[src/rtl/lsu_mem_if.sv]
// Load/store unit: one request/acknowledge access to data memory per load or store, with byte strobes and load extension.
// Defining LSU_TIMEOUT_EN bounds the request phase to TIMEOUT cycles and ends it with an error pulse.
module lsu_mem_if #(
   parameter int ADDR_W  = 32,
   parameter int TIMEOUT = 15
) (
   input  logic              clk,
   input  logic              reset_n,
   input  logic              req_valid,
   input  logic              req_we,
   input  logic [2:0]        req_size,
   input  logic [ADDR_W-1:0] req_addr,
   input  logic [31:0]       req_wdata,
   output logic              stall,
   output logic [31:0]       load_data,
   output logic              load_valid,
   output logic              err,
   output logic              mem_req,
   output logic              mem_we,
   output logic [ADDR_W-1:0] mem_addr,
   output logic [31:0]       mem_wdata,
   output logic [3:0]        mem_be,
   input  logic              mem_ack,
   input  logic [31:0]       mem_rdata
);

   typedef enum logic [1:0] {IDLE, REQ, DONE} state_t;

   state_t      state;
   logic [2:0]  size_q;
   logic [1:0]  off_q;
   logic        illegal;
   logic [3:0]  be_next;
   logic [31:0] wdata_next;
   logic [31:0] shifted;
   logic [31:0] load_next;

`ifdef LSU_TIMEOUT_EN
   localparam int CNT_W = $clog2(TIMEOUT + 1);
   logic [CNT_W-1:0] wait_cnt;
`endif

   // NOTE: every always_comb output gets a default first so no path can infer a latch.
   always_comb begin
      illegal = 1'b0;
      case (req_size)
         3'b000:  illegal = 1'b0;
         3'b001:  illegal = req_addr[0];
         3'b010:  illegal = (req_addr[1:0] != 2'b00);
         3'b100:  illegal = req_we;
         3'b101:  illegal = req_we | req_addr[0];
         default: illegal = 1'b1;
      endcase
   end

   always_comb begin
      be_next    = 4'b1111;
      wdata_next = req_wdata;
      case (req_size[1:0])
         2'b00: begin
            be_next    = 4'b0001 << req_addr[1:0];
            wdata_next = {4{req_wdata[7:0]}};
         end
         2'b01: begin
            be_next    = 4'b0011 << req_addr[1:0];
            wdata_next = {2{req_wdata[15:0]}};
         end
         default: begin
            be_next    = 4'b1111;
            wdata_next = req_wdata;
         end
      endcase
   end

   // Extraction uses the registered offset/size so a changing req_addr cannot corrupt the result.
   always_comb begin
      shifted   = mem_rdata >> {off_q, 3'b000};
      load_next = mem_rdata;
      case (size_q)
         3'b000:  load_next = {{24{shifted[7]}}, shifted[7:0]};
         3'b100:  load_next = {24'h0, shifted[7:0]};
         3'b001:  load_next = {{16{shifted[15]}}, shifted[15:0]};
         3'b101:  load_next = {16'h0, shifted[15:0]};
         default: load_next = mem_rdata;
      endcase
   end

   assign stall = (state == REQ) || ((state == IDLE) && req_valid);

   // NOTE: sequential state uses non-blocking assignments so every register samples pre-edge values.
   always_ff @(posedge clk or negedge reset_n) begin
      if (!reset_n) begin
         state      <= IDLE;
         size_q     <= 3'b000;
         off_q      <= 2'b00;
         load_valid <= 1'b0;
         err        <= 1'b0;
         mem_req    <= 1'b0;
         mem_we     <= 1'b0;
         mem_be     <= 4'b0000;
         mem_addr   <= '0;
         mem_wdata  <= 32'h0;
         load_data  <= 32'h0;
`ifdef LSU_TIMEOUT_EN
         wait_cnt   <= '0;
`endif
      end else begin
         load_valid <= 1'b0;
         err        <= 1'b0;
         case (state)
            IDLE: begin
               if (req_valid) begin
                  if (illegal) begin
                     err   <= 1'b1;
                     state <= DONE;
                  end else begin
                     state     <= REQ;
                     mem_req   <= 1'b1;
                     mem_we    <= req_we;
                     mem_addr  <= {req_addr[ADDR_W-1:2], 2'b00};
                     mem_be    <= be_next;
                     mem_wdata <= wdata_next;
                     size_q    <= req_size;
                     off_q     <= req_addr[1:0];
`ifdef LSU_TIMEOUT_EN
                     wait_cnt  <= '0;
`endif
                  end
               end
            end
            REQ: begin
               if (mem_ack) begin
                  mem_req <= 1'b0;
                  mem_we  <= 1'b0;
                  if (!mem_we) begin
                     load_data  <= load_next;
                     load_valid <= 1'b1;
                  end
                  state <= DONE;
`ifdef LSU_TIMEOUT_EN
               end else if (wait_cnt == CNT_W'(TIMEOUT - 1)) begin
                  mem_req <= 1'b0;
                  mem_we  <= 1'b0;
                  err     <= 1'b1;
                  state   <= DONE;
               end else begin
                  wait_cnt <= wait_cnt + 1'b1;
`endif
               end
            end
            DONE:    state <= IDLE;
            default: state <= IDLE;
         endcase
      end
   end

endmodule

[config.mk]
export PLATFORM = sky130hd
export DESIGN_NAME = lsu_mem_if
export DESIGN_NICKNAME = d
export VERILOG_FILES = /design/src/rtl/lsu_mem_if.sv
export SDC_FILE = /design/constraint.sdc
export NUM_CORES = 1
export LEC_CHECK = 0
export ABC_AREA = 1
export CAP_MARGIN = 20
export CORE_MARGIN = 3
export CORE_UTILIZATION = 32
export CTS_CLUSTER_DIAMETER = 80
export DETAILED_ROUTE_END_ITERATION = 10
export GPL_TIMING_DRIVEN = 0
export REMOVE_ABC_BUFFERS = 1
export SYNTH_ARGS = -nofsm -noshare
export SYNTH_HDL_FRONTEND = slang
export SYNTH_SLANG_ARGS = --single-unit
[constraint.sdc]
create_clock -name clk -period 1.2 [get_ports clk]
set_input_delay 0.12 -clock clk [delete_from_list [all_inputs] [get_ports clk]]
set_output_delay 0.12 -clock clk [all_outputs]
set_load 0.01 [all_outputs]
Yosys cells after proc, flatten, opt, wreduce, memory -nomap -nowiden
Index checks and enable logic that the tools add are counted.

Add/sub/neg operators: 0. Multipliers: 0. Div/mod/pow operators: 0. $lt $le $gt $ge: 0. Eq/ne operators: 12. Shifts and indexed selects: 3. Multiplexer cells: 21. Bitwise operators: 3. Reduce and logical (&&, ||, !) cells: 12.

Operator list (count): case mux 32 bit (4 select lines) (1); case mux 32 bit (2 select lines) (1); right shift 32 x 5 -> 16 bit (1); equality test 3 bit, second input constant (4); two-way mux 1 bit (11); case mux 4 bit (2 select lines) (1); equality test 3 x 1 -> 1 bit, second input constant (2); zero test 3 bit (2); two-way mux 2 bit (3); inequality test 2 bit, second input constant (3); AND reduction 3 bit (2); case mux 1 bit (5 select lines) (1); equality test 2 x 1 -> 1 bit, second input constant (2); zero test 2 bit (2); case mux 1 bit (2 select lines) (2); case mux 2 bit (2 select lines) (1); AND reduction 4 bit (1); nonzero test 2 bit (2); << shifter 1 x 2 -> 4 bit, first input constant (1); << shifter 2 x 2 -> 4 bit, first input constant (1); equality test 3 x 2 -> 1 bit, second input constant (1); inverter 1 bit (2); AND reduction 2 bit (1); logical AND 1 bit (1); other kinds (2) (2).

Register bits after elaboration: 109. Latch bits: 0. Bits in writable memories: 0. Bits in read-only memories: 0. Bits of input ports: 104. Output and inout bits: 105. Logic and storage cells: 62. Memories: 0.

Longest topological paths before layout
Gate-level depths: netlist of the first run.

Depth after elaboration: 5. Gate-level depth with buffers: 10. Depth with buffers taken out: 8.

Worst setup path before layout of the first run
No wires, ideal clock.

Path kind: flip-flop to flip-flop. From: register off_q[1]. To: register load_data[14]. Setup time: 0.116 ns. Data arrival time: 1.162 ns. Data required time: 1.084 ns. Path slack: -0.079 ns. Cell stages (with the launch flop): 8. Path buffers: 1. Clock period less this slack: 1.279 ns. Cell sequence: dfrtp_1 > inv_2 > nand3_1 > nand3_2 > buf_4 > nand3_1 > nand2_1 > nand2_1.

Cells in the longest elaborated chain, start to end: 2.

Ends and longest elaborated chain: start: declaration (RTL line 31) `logic [1:0] off_q;`; start signal: assignment (RTL line 124) `off_q <= req_addr[1:0];`; right shift 32 x 5 -> 16 bit (RTL line 77) `shifted = mem_rdata >> {off_q, 3'b000};`; case mux 32 bit (4 select lines) (RTL line 79) `case (size_q)`; end signal: assignment (RTL line 136) `load_data <= load_next;`; end: declaration (RTL line 15) `output logic [31:0] load_data,`.

Every way passes these cells. A chain may end at the register's enable or synchronous reset.

Final worst setup path of the first run
From: register off_q[0]. To: register load_data[30].

Same word-level chain as after synthesis.

==> out/qor.csv, run 1 <==
metric;value;unit
outcome;finished, violations left;
violations;setup timing;
grt_first_pass_wirelength;30900;µm
crit-reg2reg-capture;load_data[30];
grt_setup_unrepaired;yes;
nNetsFinal;1116;
final_hold_viol_count;0;
first_global_vias;5773;
drc_errors;0;
critPathMaxFanout;8;
h-tree-depth;3;
insertion_delay;0.37;ns
critPathBufInv;2;
maxCapViolCount;0;
reg2reg_setup_slack;-0.26;ns
critical_path.endpoint_type;flop;
starting_density;0.331;
power.density;2110;nW/µm²
crit_required;1.50;ns
grt_use_total;0.214;
area_delta_synth_final;71.2;%
ctsLongestPathBuffers;2;
detailedPlacementHpwl;11800;µm
peakVddDrop;0.951;mV
maxSlewHeadroom;0.499;
power_leakage;4.86;nW
timing.hold.worst.class;input port to flop;
die_w;138;µm
antenna_found_initial;1;
period_minus_slack;1.46;ns
firstDrtPassIters;7;
post-route-util;0.566;
ant_nets;0;
globalRoute.totalOverflow;0;
cts.reportedPaths.clkPinSlew;0.08;ns
register_to_register_path_depth;8;
detail_route.wirelength;21000;µm
fp.dieH;138;µm
sequential_to_total_area_share_from_yosys_stat;0.492;
diodes;0;
critical_path.cell_chain;buf_6 -> nand2_1 -> nand3_1 -> nand2_4 -> nand2_8 -> nand3_2 -> nand2_1 -> inv_1;
synthDistinctLibCells;25;
tns;-19.18;ns
ys_ff_latch;109;
final_critical_path_setup_slack;-0.256;ns
syn-mean-instance-area;7.39;µm²
critical_path_cell_count;8;
timing_max_transition_violations_final;0;
fmax;687;MHz
ws_path_type;flop to flop;
startpoint;off_q[0];
cp_common_cell;nand2_1;
cts_inserted_buffers;9;
port_buffers;206;
max_slew.worst_pin.slew;0.748;ns
cts_tree;yes;
clock-skew-final;0.00837;ns
average_vias_per_placed_instance;4.79;
cp_top_family;simple AND/OR/NAND/NOR gates;
crit_slowest_cell;dfrtp_4;
design.portCount;209;
pin_count_of_the_biggest_net_entering_global_routing;65;
floorplan_die_area;18900;µm²
arrival;1.76;ns
synth_area;5540;µm²
drt_iter0_drc;379;
total_core_area;16800;µm²
finalWeightedCongestion;0.814;
vias;5921;
proportion_of_layout_cells_with_a_drive_suffix_above_1;0.227;
worstReg2RegStart;off_q[0];
cts.root.buffer_cell;clkbuf_16;
worst_path_largest_cell_delay;0.55;ns
floorplan.rows;47;
post_route_clock_period_utilization;1.21;
timing.final.setup_violations;108;
cp-start-kind;flop;
clock_sink_count;109;
post_drt_wl_per_cell;17.0;µm
preCtsSetupSlack;-1.43;ns
yosys_warnings;0;
worstSetupEndpoint;load_data[30];
postSynthCellCount;750;
==> timing repair <==
item                                    CTS  global route
hold buffers                              1             0
hold endpoints to repair                 45             0
cloned                                   18             7
endpoints found under the setup margin  212           135
gates resized for setup                 262            85
pin swaps                                50            19
buffers inserted                         42            13
==> registers in the layout, summed over array words and instances, names as in the netlist <==
| signal | flops |
|---|---|
| mem_be | 4 |
| err | 1 |
| off_q | 2 |
| mem_wdata | 32 |
| mem_req | 1 |
| mem_addr | 30 |
| load_valid | 1 |
| size_q | 3 |
| load_data | 32 |
| mem_we | 1 |
| state | 2 |
==> worst min path at each step <==
stage	depth (start not counted)	from	to	slack, ns
6_report	3	req_size[1]	mem_be[0]	0.12
5_1_grt	3	req_size[1]	mem_be[0]	0.16
4_1_cts	3	req_size[1]	mem_be[0]	0.11
3_5_place_dp	1	reset_n	load_data[3]	0.09
3_3_place_gp	2	mem_addr[20]	mem_addr[20]	0.45
2_1_floorplan	0	reset_n	err	-0.18
==> report_power, final <==
part | total [W] | switching, W | internal, W
Combinational | 0.0102 | 0.00533 | 0.00487
Sequential | 0.00642 | 0.00112 | 0.00530
Clock | 0.00337 | 0.00152 | 0.00185
==> logic make-up (layout without fill, tap and decap cells) <==
| family | after synthesis | after routing | synth area share |
|---|---|---|---|
| buf+inv | 109 | 368 | 0.0926 |
| flops | 109 | 109 | 0.492 |
| simple gates | 448 | 455 | 0.339 |
| compound gates | 83 | 83 | 0.0759 |
| other cells | 1 | 2 | 0.000677 |
==> cell usage in the layout, fill, tap and decap left out, types with 9 or more instances in the layout <==
cell,instances
nand2_1,322
dfrtp_1,104
clkdlybuf4s50_1,97
dlygate4sd2_1,77
inv_1,62
nand2_2,34
buf_4,33
a21oi_1,30
clkdlybuf4s15_1,28
nand3_2,25
o21ai_1,21
buf_6,17
nor2_1,14
o21ai_0,14
or2_4,13
clkbuf_16,12
o21ai_2,10
nand3_1,10
nand3_4,9
buf_16,9
buf_12,9
==> per-stage QoR <==
step                hold slack (ns)  cells  area (µm²)  total power, W
floorplan                    -0.176    712        5300         0.00997
global placement              0.452   1138        7630          0.0146
detailed placement           0.0875   1143        7760          0.0147
CTS                           0.110   1219        9080          0.0191
global route                  0.157   1237        9490          0.0213
finish                        0.116   1237        9490          0.0200
==> synth_stat cells, drive strengths merged <==
cell type  count  area, µm²
inv           68        255
o21ai         46        230
o31ai          1       7.51
nor2          27        125
nand3         40        255
nor3           2       10.0
a21oi         35        175
or2           16        100
conb           1       3.75
nand4          1       12.5
nand2        362       1370
clkinv         2       7.51
buf           31        220
dfrtp        109       2730
clkbuf         8       30.0
a21boi         1       7.51
==> per-layer routing <==
metal,routed length [µm],track usage
met3,1950,0.0741
met1,8660,0.265
met5,8,0
met2,10000,0.346
met4,397,0.0771
==> worst reg2reg max path, delay by kind of cell (launching register included) <==
kind / cells / cell delay, ns
flops: 1 / 0.55
buf+inv: 2 / 0.20
simple gates: 6 / 0.65
==> layout make-up <==
type	instances	area, µm²
clock buffers	10	229
clock inverters	6	92.6
fillers	1572	7270
inverters	70	289
multi-input cells	540	2870
flip-flops and latches	109	2740
well taps	220	275
repair buffers	279	2970
repair inverters	3	22.5
Note: power is estimated with default switching activity, not from simulation.
==> run 2, diff against run 1 <==
Settings changed: CORE_UTILIZATION 32 to 40, PLACE_DENSITY from default to 0.77.
==> out/qor.csv, run 2 (synthesis results as in run 1) <==
metric;value;unit;change
outcome;finished, violations left;;
violations;setup timing;;
proportion_of_layout_cells_with_a_drive_suffix_above_1;0.298;;+0.0705
timing.hold.worst.class;input port to flop;;
reg.largest.list;load_data: 32 flops, mem_wdata: 32 flops, mem_addr: 30 flops;;
post_drt_wl_per_cell;18.2;µm;+7.3%
cts.reportedPaths.clkPinSlew;0.07;ns;about the same
insertion_delay;0.36;ns;about the same
total_core_area;13400;µm²;-20%
detail_route.wirelength;21800;µm;+3.6%
power_leakage;4.97;nW;+2.2%
preCtsSetupSlack;-1.65;ns;-0.223 ns
drt_iter0_drc;641;;+69%
globalRoute.totalOverflow;0;;unchanged
clock-skew-final;0.00763;ns;-0.000741 ns
drc_errors;0;;unchanged
layout.cell_area.non_filler;9760;µm²;+2.8%
filler_cell_count;960;;-39%
finalWeightedCongestion;0.875;;+7.5%
pin_count_of_the_biggest_net_entering_global_routing;67;;+3.1%
final_critical_path_setup_slack;-0.324;ns;-0.0683 ns
port_buffers;206;;unchanged
period_minus_slack;1.52;ns;+0.0683 ns
area_delta_synth_final;76.0;%;
most_frequent_cells_in_the_layout;242 x nand2_1, 105 x dfrtp_1, 97 x clkdlybuf4s50_1, 85 x nand2_2, 78 x dlygate4sd2_1;;
starting_density;0.414;;+0.0829
vias;6238;;+5.4%
power.density;2110;nW/µm²;+0.22%
fmax;656;MHz;-4.5%
layoutNonFillerInstCount;1194;;-3.5%
crit_required;1.49;ns;about the same
floorplan_die_area;15300;µm²;-19%
firstDrtPassIters;5;;-2
nNetsFinal;1117;;+0.090%
antenna_found_initial;2;;+1
detailedPlacementHpwl;11300;µm;-4.1%
diodes;0;;unchanged
ctsLongestPathBuffers;2;;unchanged
ant_nets;0;;unchanged
cp-start-kind;flop;;
postPlaceCellArea;7680;µm²;-0.95%
grt_first_pass_wirelength;31400;µm;+1.8%
h-tree-depth;3;;unchanged
maxCapViolCount;0;;unchanged
timing.final.setup_violations;107;;-0.93%
post_route_clock_period_utilization;1.27;;+0.0569
floorplan.rows;42;;-11%
clock_sink_count;109;;unchanged
die_w;124;µm;-10%
cts_inserted_buffers;9;;unchanged
cts_tree;yes;;
arrival;1.82;ns;+0.06 ns
peakVddDrop;1.08;mV;+14%
cts.root.buffer_cell;clkbuf_16;;
placedCellCount;1098;;-3.9%
ws_path_type;flop to flop;;
grt_setup_unrepaired;yes;;
final_common_cell;nand2_1;;
first_global_vias;6021;;+4.3%
average_vias_per_placed_instance;5.22;;+9.1%
final_hold_viol_count;0;;unchanged
design.portCount;209;;unchanged
grt_use_total;0.269;;+0.0547
timing_max_transition_violations_final;0;;unchanged
critPathMaxFanout;9;;+1
critical_path.endpoint_type;flop;;
fp.dieH;124;µm;-10%
[run 2: cell types whose count changed in the layout (fill, tap and decap cells not counted), moves of 6 or more]
cell / before / now
buf_16: 9 / 15
buf_4: 33 / 25
buf_6: 17 / 26
clkbuf_2: 0 / 6
clkdlybuf4s15_1: 28 / 22
inv_2: 2 / 8
nand2_1: 322 / 242
nand2_2: 34 / 85
nand2_4: 5 / 33
nand3_1: 10 / 18
nand3_2: 25 / 18
nor2_1: 14 / 20
nor2_2: 8 / 2
[run 2: per-stage QoR]
step	total power (W)	hold slack [ns]	util	setup TNS, ns
2_1_floorplan	0.00997	-0.176	-	-90.48
3_3_place_gp	0.0145	0.452	0.565	-740.67
3_5_place_dp	0.0146	0.166	0.573	-153.65
4_1_cts	0.0188	0.166	0.681	-20.89
5_1_grt	0.0217	0.246	0.728	-30.21
6_report	0.0206	0.222	0.728	-25.20
[run 2: path summary, 6_finish.rpt]
kind                            depth (start not counted)            end          start  slack (ns)
worst max-delay path                                    9  load_data[13]       off_q[0]       -0.32
worst min-delay path                                    3      size_q[2]    req_size[2]        0.22
worst max register to register                          9  load_data[13]       off_q[0]       -0.32
worst min register to register                          2  load_data[13]  load_data[13]        0.48
max in group asynchronous                               3      size_q[1]        reset_n        0.25
min in group asynchronous                               2   load_data[0]        reset_n        0.25
[run 2: final cells by class]
| cell class | instances | area [µm²] | area share |
|---|---|---|---|
| clock buffers | 13 | 250 | 0.0257 |
| repair buffers | 285 | 3110 | 0.319 |
| multi-input cells | 538 | 3110 | 0.319 |
| clock inverters | 3 | 45.0 | 0.00462 |
| well taps | 176 | 220 | 0.0226 |
| inverters | 70 | 284 | 0.0291 |
| flip-flops and latches | 109 | 2740 | 0.281 |
[run 2: repair_timing]
item,CTS,global route
hold buffers,1,0
endpoints found under the setup margin,212,130
resized for setup,285,183
buffers inserted,41,15
gates cloned,21,6
pin swaps,33,27
endpoints found under the hold margin,43,0
[run 2: worst max-delay path, stage by stage (launching register included)]
cell and delay [ns]:
dfrtp_4 0.59, buf_12 0.17, nor2_8 0.17, buf_12 0.13, nand2_2 0.04, nand2_1 0.06, nand2_1 0.05, nand3_1 0.09
nand2_1 0.09, nand2_1 0.07
[run 2: routing by layer]
layer | wire length (µm) | vias to the layer above | track usage
met2 | 10500 | 360 | 0.444
met4 | 716 | 4 | 0.102
met5 | 14 | - | 0
met1 | 8020 | 2962 | 0.325
met3 | 2540 | 66 | 0.0904
li1 | - | 2846 | -
[run 2: where the power goes]
part	leakage (nW)	switching [W]	internal, W	total (W)
clock	0.136	0.00137	0.00168	0.00305
sequential	1.34	0.00147	0.00531	0.00678
combinational	3.49	0.00556	0.00522	0.0108
total	4.97	0.00839	0.0122	0.0206
